$ cat config.mk
export PLATFORM = sky130hd
export DESIGN_NAME = alu_cmd_sequencer
export DESIGN_NICKNAME = d
export VERILOG_FILES = /design/src/rtl/alu_cmd_sequencer.sv
export SDC_FILE = /design/constraint.sdc
export NUM_CORES = 1
export LEC_CHECK = 0
export ABC_AREA = 1
export CAP_MARGIN = 20
export CORE_ASPECT_RATIO = 2
export CORE_MARGIN = 1.5
export CORE_UTILIZATION = 61
export DETAILED_ROUTE_END_ITERATION = 16
export DONT_BUFFER_PORTS = 1
export PLACE_DENSITY_LB_ADDON = 0.12
export SLEW_MARGIN = 20
export SYNTH_ARGS = -nofsm -noshare
export SYNTH_HDL_FRONTEND = slang
export SYNTH_SLANG_ARGS = --single-unit
$ cat constraint.sdc
create_clock -name clk -period 2.1 [get_ports clk]
set_input_delay 0.21 -clock clk [delete_from_list [all_inputs] [get_ports clk]]
set_output_delay 0.21 -clock clk [all_outputs]
set_load 0.005 [all_outputs]
$ cat src/rtl/alu_cmd_sequencer.sv
// Command sequencer in front of a registered arithmetic unit: accepts one op, pulses the
// unit enable once, captures the result (or a div-by-zero / watchdog error) and holds it for the consumer.
module alu_cmd_sequencer #(
    parameter int unsigned DATA_WIDTH = 16,
    parameter int unsigned TIMEOUT    = 4
) (
    input  logic                  clk,
    input  logic                  rst,
    input  logic                  cmd_valid,
    output logic                  cmd_ready,
    input  logic [1:0]            cmd_fun,
    input  logic [DATA_WIDTH-1:0] cmd_a,
    input  logic [DATA_WIDTH-1:0] cmd_b,
    output logic [DATA_WIDTH-1:0] in1,
    output logic [DATA_WIDTH-1:0] in2,
    output logic [1:0]            arith_fun,
    output logic                  arith_en,
    input  logic [DATA_WIDTH-1:0] arith_out,
    input  logic                  arith_cout,
    input  logic                  arith_flag,
    output logic                  rsp_valid,
    input  logic                  rsp_ready,
    output logic [DATA_WIDTH-1:0] rsp_data,
    output logic                  rsp_cout,
    output logic                  rsp_err
);

    localparam int unsigned CNT_W   = $clog2(TIMEOUT) + 1;
    localparam logic [1:0]  FUN_DIV = 2'b11;

    typedef enum logic [1:0] {
        S_IDLE  = 2'd0,
        S_ISSUE = 2'd1,
        S_WAIT  = 2'd2,
        S_RESP  = 2'd3
    } state_t;

    state_t                  state;
    state_t                  state_next;
    logic [CNT_W-1:0]        cnt;
    logic [CNT_W-1:0]        cnt_next;
    logic                    accept;
    logic [DATA_WIDTH-1:0]   rsp_data_next;
    logic                    rsp_cout_next;
    logic                    rsp_err_next;

    // Only IDLE accepts, and never while reset is held.
    assign cmd_ready = (state == S_IDLE) && !rst;

    // Next-state, watchdog and response-capture decisions.
    always_comb begin
        state_next    = state;
        cnt_next      = cnt;
        accept        = 1'b0;
        rsp_data_next = rsp_data;
        rsp_cout_next = rsp_cout;
        rsp_err_next  = rsp_err;

        unique case (state)
            S_IDLE: begin
                if (cmd_valid) begin
                    accept = 1'b1;
                    if ((cmd_fun == FUN_DIV) && (cmd_b == '0)) begin
                        rsp_data_next = '0;
                        rsp_cout_next = 1'b0;
                        rsp_err_next  = 1'b1;
                        state_next    = S_RESP;
                    end else begin
                        state_next = S_ISSUE;
                    end
                end
            end
            S_ISSUE: begin
                cnt_next   = '0;
                state_next = S_WAIT;
            end
            S_WAIT: begin
                if (arith_flag) begin
                    rsp_data_next = arith_out;
                    rsp_cout_next = arith_cout;
                    rsp_err_next  = 1'b0;
                    state_next    = S_RESP;
                end else if (cnt == CNT_W'(TIMEOUT - 1)) begin
                    rsp_data_next = '0;
                    rsp_cout_next = 1'b0;
                    rsp_err_next  = 1'b1;
                    state_next    = S_RESP;
                end else begin
                    cnt_next = cnt + CNT_W'(1);
                end
            end
            S_RESP: begin
                if (rsp_ready) begin
                    state_next = S_IDLE;
                end
            end
            default: begin
                state_next = S_IDLE;
            end
        endcase
    end

    // State, operand and response registers; enable/valid are registered from the next state.
    always_ff @(posedge clk) begin
        if (rst) begin
            state     <= S_IDLE;
            cnt       <= '0;
            in1       <= '0;
            in2       <= '0;
            arith_fun <= 2'b00;
            arith_en  <= 1'b0;
            rsp_valid <= 1'b0;
            rsp_data  <= '0;
            rsp_cout  <= 1'b0;
            rsp_err   <= 1'b0;
        end else begin
            state     <= state_next;
            cnt       <= cnt_next;
            arith_en  <= (state_next == S_ISSUE);
            rsp_valid <= (state_next == S_RESP);
            rsp_data  <= rsp_data_next;
            rsp_cout  <= rsp_cout_next;
            rsp_err   <= rsp_err_next;
            if (accept) begin
                in1       <= cmd_a;
                in2       <= cmd_b;
                arith_fun <= cmd_fun;
            end
        end
    end

endmodule

==> impl_results.md, run 1 <==
- Family with the most delay on the worst path: compound AO/OA/AOI/OAI gates
- Launch point of the worst reg-to-reg path: cnt[0]$_SDFFE_PP0P_
- Cell taking the most area after synthesis: dfxtp_1
- Flops & latches, synth: 59
- Unrepaired setup endpoints after global routing: no
- DR WL/cell: approximately 13 µm
- Final Cycle Share: between 70 and 80%
- Peak supply drop: slightly below 0.0007 V
- H-tree depth: 3
- DIE WIDTH: approximately 47 µm
- CP Data Required Time: between 2 and 2.5 ns
- Initial DRC count: between 50 and 60
- Antenna cells: 0
- Final hold violations: 0
- Filler Cell Count: 349
- Synth cell types: 24
- Setup WS post-layout: roughly 0.59 ns
- Drt drc: 0
- GRT overflow: 0
- Net Switching: 761 µW
- Row cnt: 32
- Nets@finish: between 300 and 400
- Gate Count Post-Synth: 324
- Buffers & Inverters on Critical Path: 0
- Post-synth top area share: 49.6%
- Area Overhead vs Synth: 7.25%
- Worst Setup SP: cnt[0]$_SDFFE_PP0P_
- Outcome: finished clean
- Synth top area cells: dfxtp_1 50%, nor2_1 14%, nand2_1 7.2%
- Root buf cell: clkbuf_8
- 1st-pass router iterations: 4
- Cell with the most instances after synthesis: nor2_1
- Total power per unit cell area: approximately 1100 nW/µm²
- Post-CTS setup buffer count: 0
- Syn_nets: 382
- Initial Util: between 60 and 70%
- Nature of the critical path startpoint: flop
- Share of cells above drive strength 1: between 7 and 8%
- Least-Margin Pin Slew: roughly 0.57 ns
- Post-DP HPWL: about 3500 µm
- Netlist Area Pre-Place: approximately 2400 µm²
- Final Power: roughly 2.7 mW
- Synth cell count leaders: 90 x nor2_1, 59 x dfxtp_1, 46 x nand2_1
- Sequential share of the synthesized area: around 50%
- GRT Resource Usage Total: between 20% and 30%
- Worst Path Arrival: 1.73 ns
- Sequential share of power: around half
- GP Congestion: between 0.7 and 0.8
- Leak: ~1.1 nW
- Setup total negative slack: 0 ns
- Slowest cell delay on critical path: between 0.3 and 0.4 ns
- Critical Path End Type: flop
- Via density: around 5.3
- Fin Clk Skew: 0.00568 ns
- Mean Syn Cell Area: 7.35 µm²
- Internal power: 1.96 mW
- Largest net degree at the start of global routing: 41
- Post-Route WL: approximately 5000 µm
- Gate power share: 14.5%
- Slowest CP cell: dfxtp_1
- Min Clock Period, post-route: 1.51 ns
- Synth Flop Type: dfxtp_1
- Min-delay src: cmd_b[12]
- Clk network pwr share: between 30 and 40%
- Post-DRT Antenna Nets: 0
- Crit path kind: flop to flop
- Hold Crit Class: input pin to flop
- # clock sinks: around 60
- # IOs: approximately 110
- Worst skew pair latency: approximately 0.32 ns
- Sw Ratio: 28.0%
- Die height: ~90 µm
- Relative slew slack: just over 60%
- Post-synth ARST share: 0%
- Core area: about 3800 µm²
- Via count: around 2,000
- Post-Place Setup Slack: 0.527 ns
- Crit path max fanout: 35
- Layout Cell Area excl Fill: 2550 µm²
- Total CTS buffers: 9
- Die area: between 4000 and 5000 µm²
- # setup viols final: 0
- Maximum Capacitance Violations: 0
- IO Port Bufs: 0
- Antenna violations before repair: 0
- Vias in the first global route: ~1,800
- Maximum clock rate: 0.660 GHz
- Max-slew violation count: 0
- Post-synth EDFFs: 0
- Post-placement cell area: roughly 2400 µm²
- Ys Warns: 0
- Clock slew at the register clock pins of the worst setup and hold paths: ~0.06 ns
- TritonCTS clock tree: done
- Cell Chain, Critical Path: ha_1 > ha_1 > o21ai_2 > nand2_4 > a21oi_1 > nor2_1
- Clock buffer depth: 2
- Most used cell, CP: ha_1
- First-pass GRT wire length: 7450 µm
routing by layer:
layer	GRT usage, %	vias up	wire length, µm
met5	0	-	0
met4	11.3	0	89
met3	7.36	6	306
met2	43.2	66	2710
met1	22.0	885	1890
li1	-	1035	-
path summary, 6_finish.rpt:
check	cells after the start	to	slack (ns)
hold / removal	2	in2[12]$_SDFFE_PP0P_	0.03
setup reg to reg	6	rsp_data[13]$_SDFFE_PP0P_	0.59
setup / recovery	6	rsp_data[13]$_SDFFE_PP0P_	0.59
hold reg to reg	1	cnt[0]$_SDFFE_PP0P_	0.46
power groups by stage:
stage               Clock, mW  Sequential (mW)  Combinational, mW
floorplan                   0             1.34              0.372
global placement            0             1.37              0.386
detailed placement          0             1.37              0.398
CTS                      1.00             1.35              0.399
global route             1.06             1.36              0.462
finish                  0.981             1.35              0.395
cell families after synthesis:
logic type,Yosys count,synth area share [%]
and+or+nand+nor,164,28.0
AOI/OAI and AO/OA,64,13.8
adders and majority gates,2,1.05
buffers and inverters,35,7.56
DFF,59,49.6
flip-flops by register name, indices dropped and copies added (netlist names):
signal,flops
arith_en,1
arith_fun,2
cnt,3
in1,16
in2,16
rsp_cout,1
rsp_data,16
rsp_err,1
rsp_valid,1
state,2
stage by stage:
| stage | instances | hold WS (ns) | util (%) |
|---|---|---|---|
| final | 377 | 0.0339 | 67.2 |
| after detailed placement | 360 | 0.284 | 62.0 |
| after global routing | 377 | 0.0278 | 67.2 |
| after floorplan | 324 | 0.279 | - |
| after global placement | 360 | 0.282 | 62.0 |
| after CTS | 377 | 0.0233 | 67.2 |
layout by cell type, fill, tap and decap left out:
cell type and n:
a21oi_1 26, and2_1 1, buf_4 4, bufinv_16 1
clkbuf_1 4, clkbuf_8 10, clkinv_1 1, clkinv_2 2
dfxtp_1 59, dlygate4sd3_1 1, ha_1 2, inv_1 13
inv_2 1, nand2_1 46, nand2_2 3, nand2_4 1
nand3_1 20, nor2_1 90, nor2_4 1, nor3_1 2
o21a_1 1, o21ai_0 33, o21ai_1 2, o21ai_2 1
o22ai_1 1
layout make-up:
cell class,instances,area (µm²),share of cell area [%]
sequential,59,1180,46.2
timing repair buffer,5,40.0,1.57
clock inverter,2,35.0,1.37
inverter,16,61.3,2.40
multi-input combinational,230,1020,40.0
clock buffer,14,153,5.97
tap,51,63.8,2.50
timing repair:
| item | CTS | global route |
|---|---|---|
| hold endpoints to repair | 3 | 0 |
| hold buffers | 1 | 0 |
| gates resized for setup | 0 | 0 |
Note: power is estimated with default switching activity, not from simulation.
==> inputs of run 2 (changes only) <==
Settings changed: CORE_UTILIZATION 61 to 55.
Clock period 2.1 ns to 1.2 ns, I/O delays scaled along.
==> impl_results.md, run 2 (synthesis results as in run 1) <==
- Nets@finish: between 400 and 500
- Failing checks: negative setup slack
- Slowest cell delay on critical path: between 0.3 and 0.4 ns
- Share of cells above drive strength 1: about 24%
- Max-slew violation count: 0
- Clock slew at the register clock pins of the worst setup and hold paths: ~0.070 ns
- Final hold violations: 0
- Worst Path Arrival: approximately 1.6 ns
- Fin Clk Skew: 0.00972 ns
- Top Usage Layer GRT: met2
- Row cnt: 33
- Cell Chain, Critical Path: ha_4 > ha_4 > o21ai_4 > buf_4 > nand3_2 > nand2_2 > inv_1 > and2_1
- Clock buffer depth: 2
- Peak supply drop: about 0.0017 V
- Worst skew pair latency: around 0.34 ns
- Commonest non-fill, non-tap cell in the layout: nor2_1
- Post-DP HPWL: between 4000 and 5000 µm
- Cells after DPL: about 380
- Root buf cell: clkbuf_8
- Maximum clock rate: 0.732 GHz
- Die height: slightly below 100 µm
- Post-Layout Cell Count: between 400 and 500
- Critical Path End Type: flop
- Most frequent cells in the layout: 89 x nor2_1, 55 x dfxtp_1, 43 x nand2_1
- # IOs: 111
- Grt met2 use: a little over half
- Setup total negative slack: -2.85 ns
- Via count: approximately 2,300
- Met3 Use GR: slightly below 9%
- # clock sinks: just under 60
- Die area: between 4000 and 5000 µm²
- Maximum Capacitance Violations: 0
- IO Port Bufs: 0
- Nature of the critical path startpoint: flop
- 1st-pass router iterations: 4
- First-pass GRT wire length: about 9900 µm
- GRT Resource Usage Total: between 20% and 30%
- Final Power: roughly 5.4 mW
- Slowest CP cell: dfxtp_2
- Vias in the first global route: around 2,400
- Post-DRT Antenna Nets: 0
- CP Data Required Time: around 1.4 ns
- Antenna violations before repair: 0
- Least-Margin Pin Slew: 0.229 ns
- Leak: between 1 and 1.5 nW
- Global Route met1 Usage: roughly a quarter
- Outcome: finished, violations left
- Core area: between 4000 and 5000 µm²
- Total power per unit cell area: roughly 1600 nW/µm²
- GP Congestion: 0.744
- Setup WS post-layout: -0.167 ns
- Relative slew slack: 84.7%
- Hold Crit Class: input pin to flop
- H-tree depth: 3
- DIE WIDTH: a little under 50 µm
- Crit path max fanout: 2
- Unrepaired setup endpoints after global routing: yes
- Antenna cells: 0
- Total CTS buffers: 9
- Final Cycle Share: 114%
- Most used cell, CP: ha_4
- Min Clock Period, post-route: 1.37 ns
- Family with the most delay on the worst path: flip-flops
- Via density: roughly 5.4
- Crit path kind: flop to flop
- GRT overflow: 0
- Initial Util: between 50% and 60%
- Post-Route WL: 6740 µm
- DR WL/cell: around 16 µm
- Drt drc: 0
- Largest regs: in1: 16 flops, in2: 16 flops, rsp_data: 16 flops
- Area Overhead vs Synth: 40.9%
- Buffers & Inverters on Critical Path: 2
- TritonCTS clock tree: done
- # setup viols final: 23
- Largest net degree at the start of global routing: between 40 and 50
- Initial DRC count: 59
[run 2: worst min-delay path: cells and delay by family]
family	cells	cell delay [ns]
AND/OR/NAND/NOR	4	0.20
[run 2: path summary, 6_finish.rpt]
check | slack, ns | to | cells after the start | from
hold / removal | 0.03 | rsp_data[10]$_SDFFE_PP0P_ | 4 | arith_out[10]
hold reg to reg | 0.50 | rsp_data[8]$_SDFFE_PP0P_ | 2 | rsp_data[8]$_SDFFE_PP0P_
setup reg to reg | -0.17 | arith_en$_SDFF_PP0_ | 8 | cnt[1]$_SDFFE_PP0P_
setup / recovery | -0.17 | arith_en$_SDFF_PP0_ | 8 | cnt[1]$_SDFFE_PP0P_
[run 2: area by class of cell]
type / instances / area (µm²)
inverter: 16 / 63.8
multi-input combinational: 230 / 1220
tap: 52 / 65.1
fill: 301 / 773
clock inverter: 5 / 52.6
timing repair buffer: 59 / 623
sequential: 59 / 1190
clock buffer: 11 / 141
[run 2: per-layer routing]
layer,vias up,wire length (µm)
met4,0,216
met2,96,3790
met3,20,392
li1,1137,-
met1,1096,2330
met5,-,0
[run 2: per-stage QoR]
stage	setup WS (ns)	area [µm²]	hold WS, ns	utilization [%]
3_5_place_dp	-0.202	2680	0.187	64.8
2_1_floorplan	-0.107	2560	0.182	-
6_report	-0.167	3360	0.0319	81.3
3_3_place_gp	-0.142	2680	0.184	64.8
4_1_cts	-0.178	3240	0.0206	78.5
5_1_grt	-0.230	3360	0.0413	81.3
[run 2: timing repair]
action | CTS | global route
hold buffers | 35 | 0
pin swaps | 10 | 13
resized for setup | 7 | 14
setup endpoints to repair | 38 | 46
cloned | 0 | 2
hold endpoints to repair | 38 | 0
buffers inserted | 1 | 3
[run 2: power by group]
part           switching, mW  internal (mW)  leakage (nW)
sequential             0.187           2.19         0.487
combinational          0.672          0.551         0.786
clock                  0.758           1.00        0.0991
==> inputs of run 3 (changes only) <==
Settings changed: CORE_ASPECT_RATIO 2 to 0.6, PLACE_DENSITY set to 0.73, PLACE_DENSITY_LB_ADDON 0.12 to unset.
==> impl_results.md, run 3 (synthesis results as in run 1) <==
- Outcome: finished, violations left
- Failing checks: negative setup slack
- Least-Margin Pin Slew: ~0.33 ns
- Area Overhead vs Synth: 44.2%
- Post-DP HPWL: approximately 3700 µm
- Row cnt: 18
- CP Data Required Time: roughly 1.5 ns
- Final hold violations: 0
- Cell Chain, Critical Path: ha_4 > ha_4 > o21ai_4 > nand2_4 > buf_12 > nand3_2 > nand2_1 > nor2_1
- Sw Ratio: ~29%
- Nets@finish: 429
- Cells after DPL: 382
- Min Hold Slack: roughly 0.0047 ns
- GP Congestion: about 0.83
- # IOs: 111
- Internal power: 4.04 mW
- Total power per unit cell area: 1650 nW/µm²
- Maximum clock rate: a little over 0.7 GHz
- Worst Path Arrival: approximately 1.7 ns
- DIE WIDTH: between 80 and 90 µm
- # clock sinks: 59
- Drt drc: 0
- Root buf cell: clkbuf_8
- Clk network pwr share: between 30% and 40%
- GRT overflow: 0
- Slowest cell delay on critical path: about 0.34 ns
- Die area: ~4700 µm²
- Worst skew pair latency: 0.32 ns
- Maximum Capacitance Violations: 0
- Critical Path End Type: flop
- Crit path kind: flop to flop
- Post-Route WL: ~6600 µm
- Commonest non-fill, non-tap cell in the layout: nor2_1
- Via count: between 2,000 and 2,500
- Fin Clk Skew: between 0.008 and 0.009 ns
- Largest regs: in1: 16 flops, in2: 16 flops, rsp_data: 16 flops
- Via density: between 5 and 6
- Largest net degree at the start of global routing: 37
- Die height: between 50 and 60 µm
- Core area: between 4000 and 5000 µm²
- Unrepaired setup endpoints after global routing: yes
- Antenna cells: 0
- Post-Layout Cell Count: roughly 440
- Crit path max fanout: 8
- Initial DRC count: approximately 130
- DR WL/cell: between 15 and 20 µm
- H-tree depth: 3
- Most frequent cells in the layout: 86 x nor2_1, 55 x dfxtp_1, 43 x nand2_1
- # setup viols final: 21
- Max-slew violation count: 0
- Antenna violations before repair: 0
- Gate power share: between 20 and 25%
- Nature of the critical path startpoint: flop
- Hold Crit Class: input pin to flop
- TritonCTS clock tree: done
- Setup WS post-layout: -0.188 ns
- Slowest CP cell: dfxtp_2
- Net Switching: 1.63 mW
- Post-CTS setup buffer count: 0
- Sequential share of power: 41.9%
- Final Cycle Share: 116%
- Relative slew slack: 78.2%
- Initial Util: 57.8%
- Post-DRT Antenna Nets: 0
- Leak: about 1.4 nW
- 1st-pass router iterations: 4
- Peak supply drop: 0.00107 V
- Vias in the first global route: 2,176
- First-pass GRT wire length: between 9000 and 10,000 µm
- IO Port Bufs: 0
- Clock buffer depth: 2
- Min Clock Period, post-route: ~1.4 ns
- Total CTS buffers: 9
- GRT Resource Usage Total: between 20% and 30%
- Filler Cell Count: approximately 240
- Clock slew at the register clock pins of the worst setup and hold paths: ~0.070 ns
- Most used cell, CP: ha_4
- Share of cells above drive strength 1: roughly 25%
[run 3: power by group through the flow]
stage	logic [mW]	registers, mW	clock network (mW)
global route	1.39	2.41	2.15
finish	1.26	2.38	2.03
CTS	1.14	2.36	2.06
global placement	0.949	2.40	0
detailed placement	0.983	2.41	0
floorplan	0.777	2.36	0
[run 3: worst paths after layout]
check | startpoint | to | slack (ns) | cells after the start
setup / recovery | cnt[0]$_SDFFE_PP0P_ | rsp_data[4]$_SDFFE_PP0P_ | -0.19 | 8
hold / removal | rst | state[0]$_SDFF_PP0_ | 0.005 | 3
setup reg to reg | cnt[0]$_SDFFE_PP0P_ | rsp_data[4]$_SDFFE_PP0P_ | -0.19 | 8
hold reg to reg | cnt[1]$_SDFFE_PP0P_ | cnt[1]$_SDFFE_PP0P_ | 0.50 | 2
[run 3: stage by stage]
step / total power, mW / setup slack, ns / setup TNS (ns) / util [%] / area, µm²
6_report: 5.67 / -0.188 / -3.07 / 83.3 / 3430
5_1_grt: 5.95 / -0.251 / -4.52 / 83.3 / 3430
4_1_cts: 5.56 / -0.183 / -3.06 / 80.5 / 3320
3_5_place_dp: 3.39 / -0.212 / -3.01 / 65.3 / 2690
3_3_place_gp: 3.35 / -0.127 / -2.32 / 65.3 / 2690
2_1_floorplan: 3.14 / -0.107 / -1.95 / - / 2560
[run 3: cell type report]
cell class / instances / area [µm²] / share of cell area [%]
well taps: 60 / 75.1 / 2.19
clock buffers: 12 / 155 / 4.52
multi-input cells: 230 / 1270 / 37.1
flip-flops and latches: 59 / 1190 / 34.6
inverters: 16 / 65.1 / 1.89
clock inverters: 4 / 72.6 / 2.11
repair buffers: 55 / 603 / 17.6
[run 3: worst max-delay path, delay by kind of cell (launching register included)]
family | cells | cell delay, ns
AND/OR/NAND/NOR | 4 | 0.36
flip-flops | 1 | 0.34
AO/OA/AOI/OAI | 1 | 0.15
buffers and inverters | 1 | 0.17
adder cells (fa/ha/maj) | 2 | 0.32
[run 3: routing by layer]
layer	routed length (µm)	global-route usage (%)
met1	2820	32.8
met2	3120	43.8
met3	674	10.1
met4	37	9.26
met5	0	0
[run 3: what timing repair did]
action / in CTS / in global routing
hold buffers: 36 / 0
pin swaps: 16 / 11
endpoints found under the setup margin: 35 / 55
resized for setup: 6 / 24
gates cloned: 1 / 1
hold endpoints to repair: 38 / 0
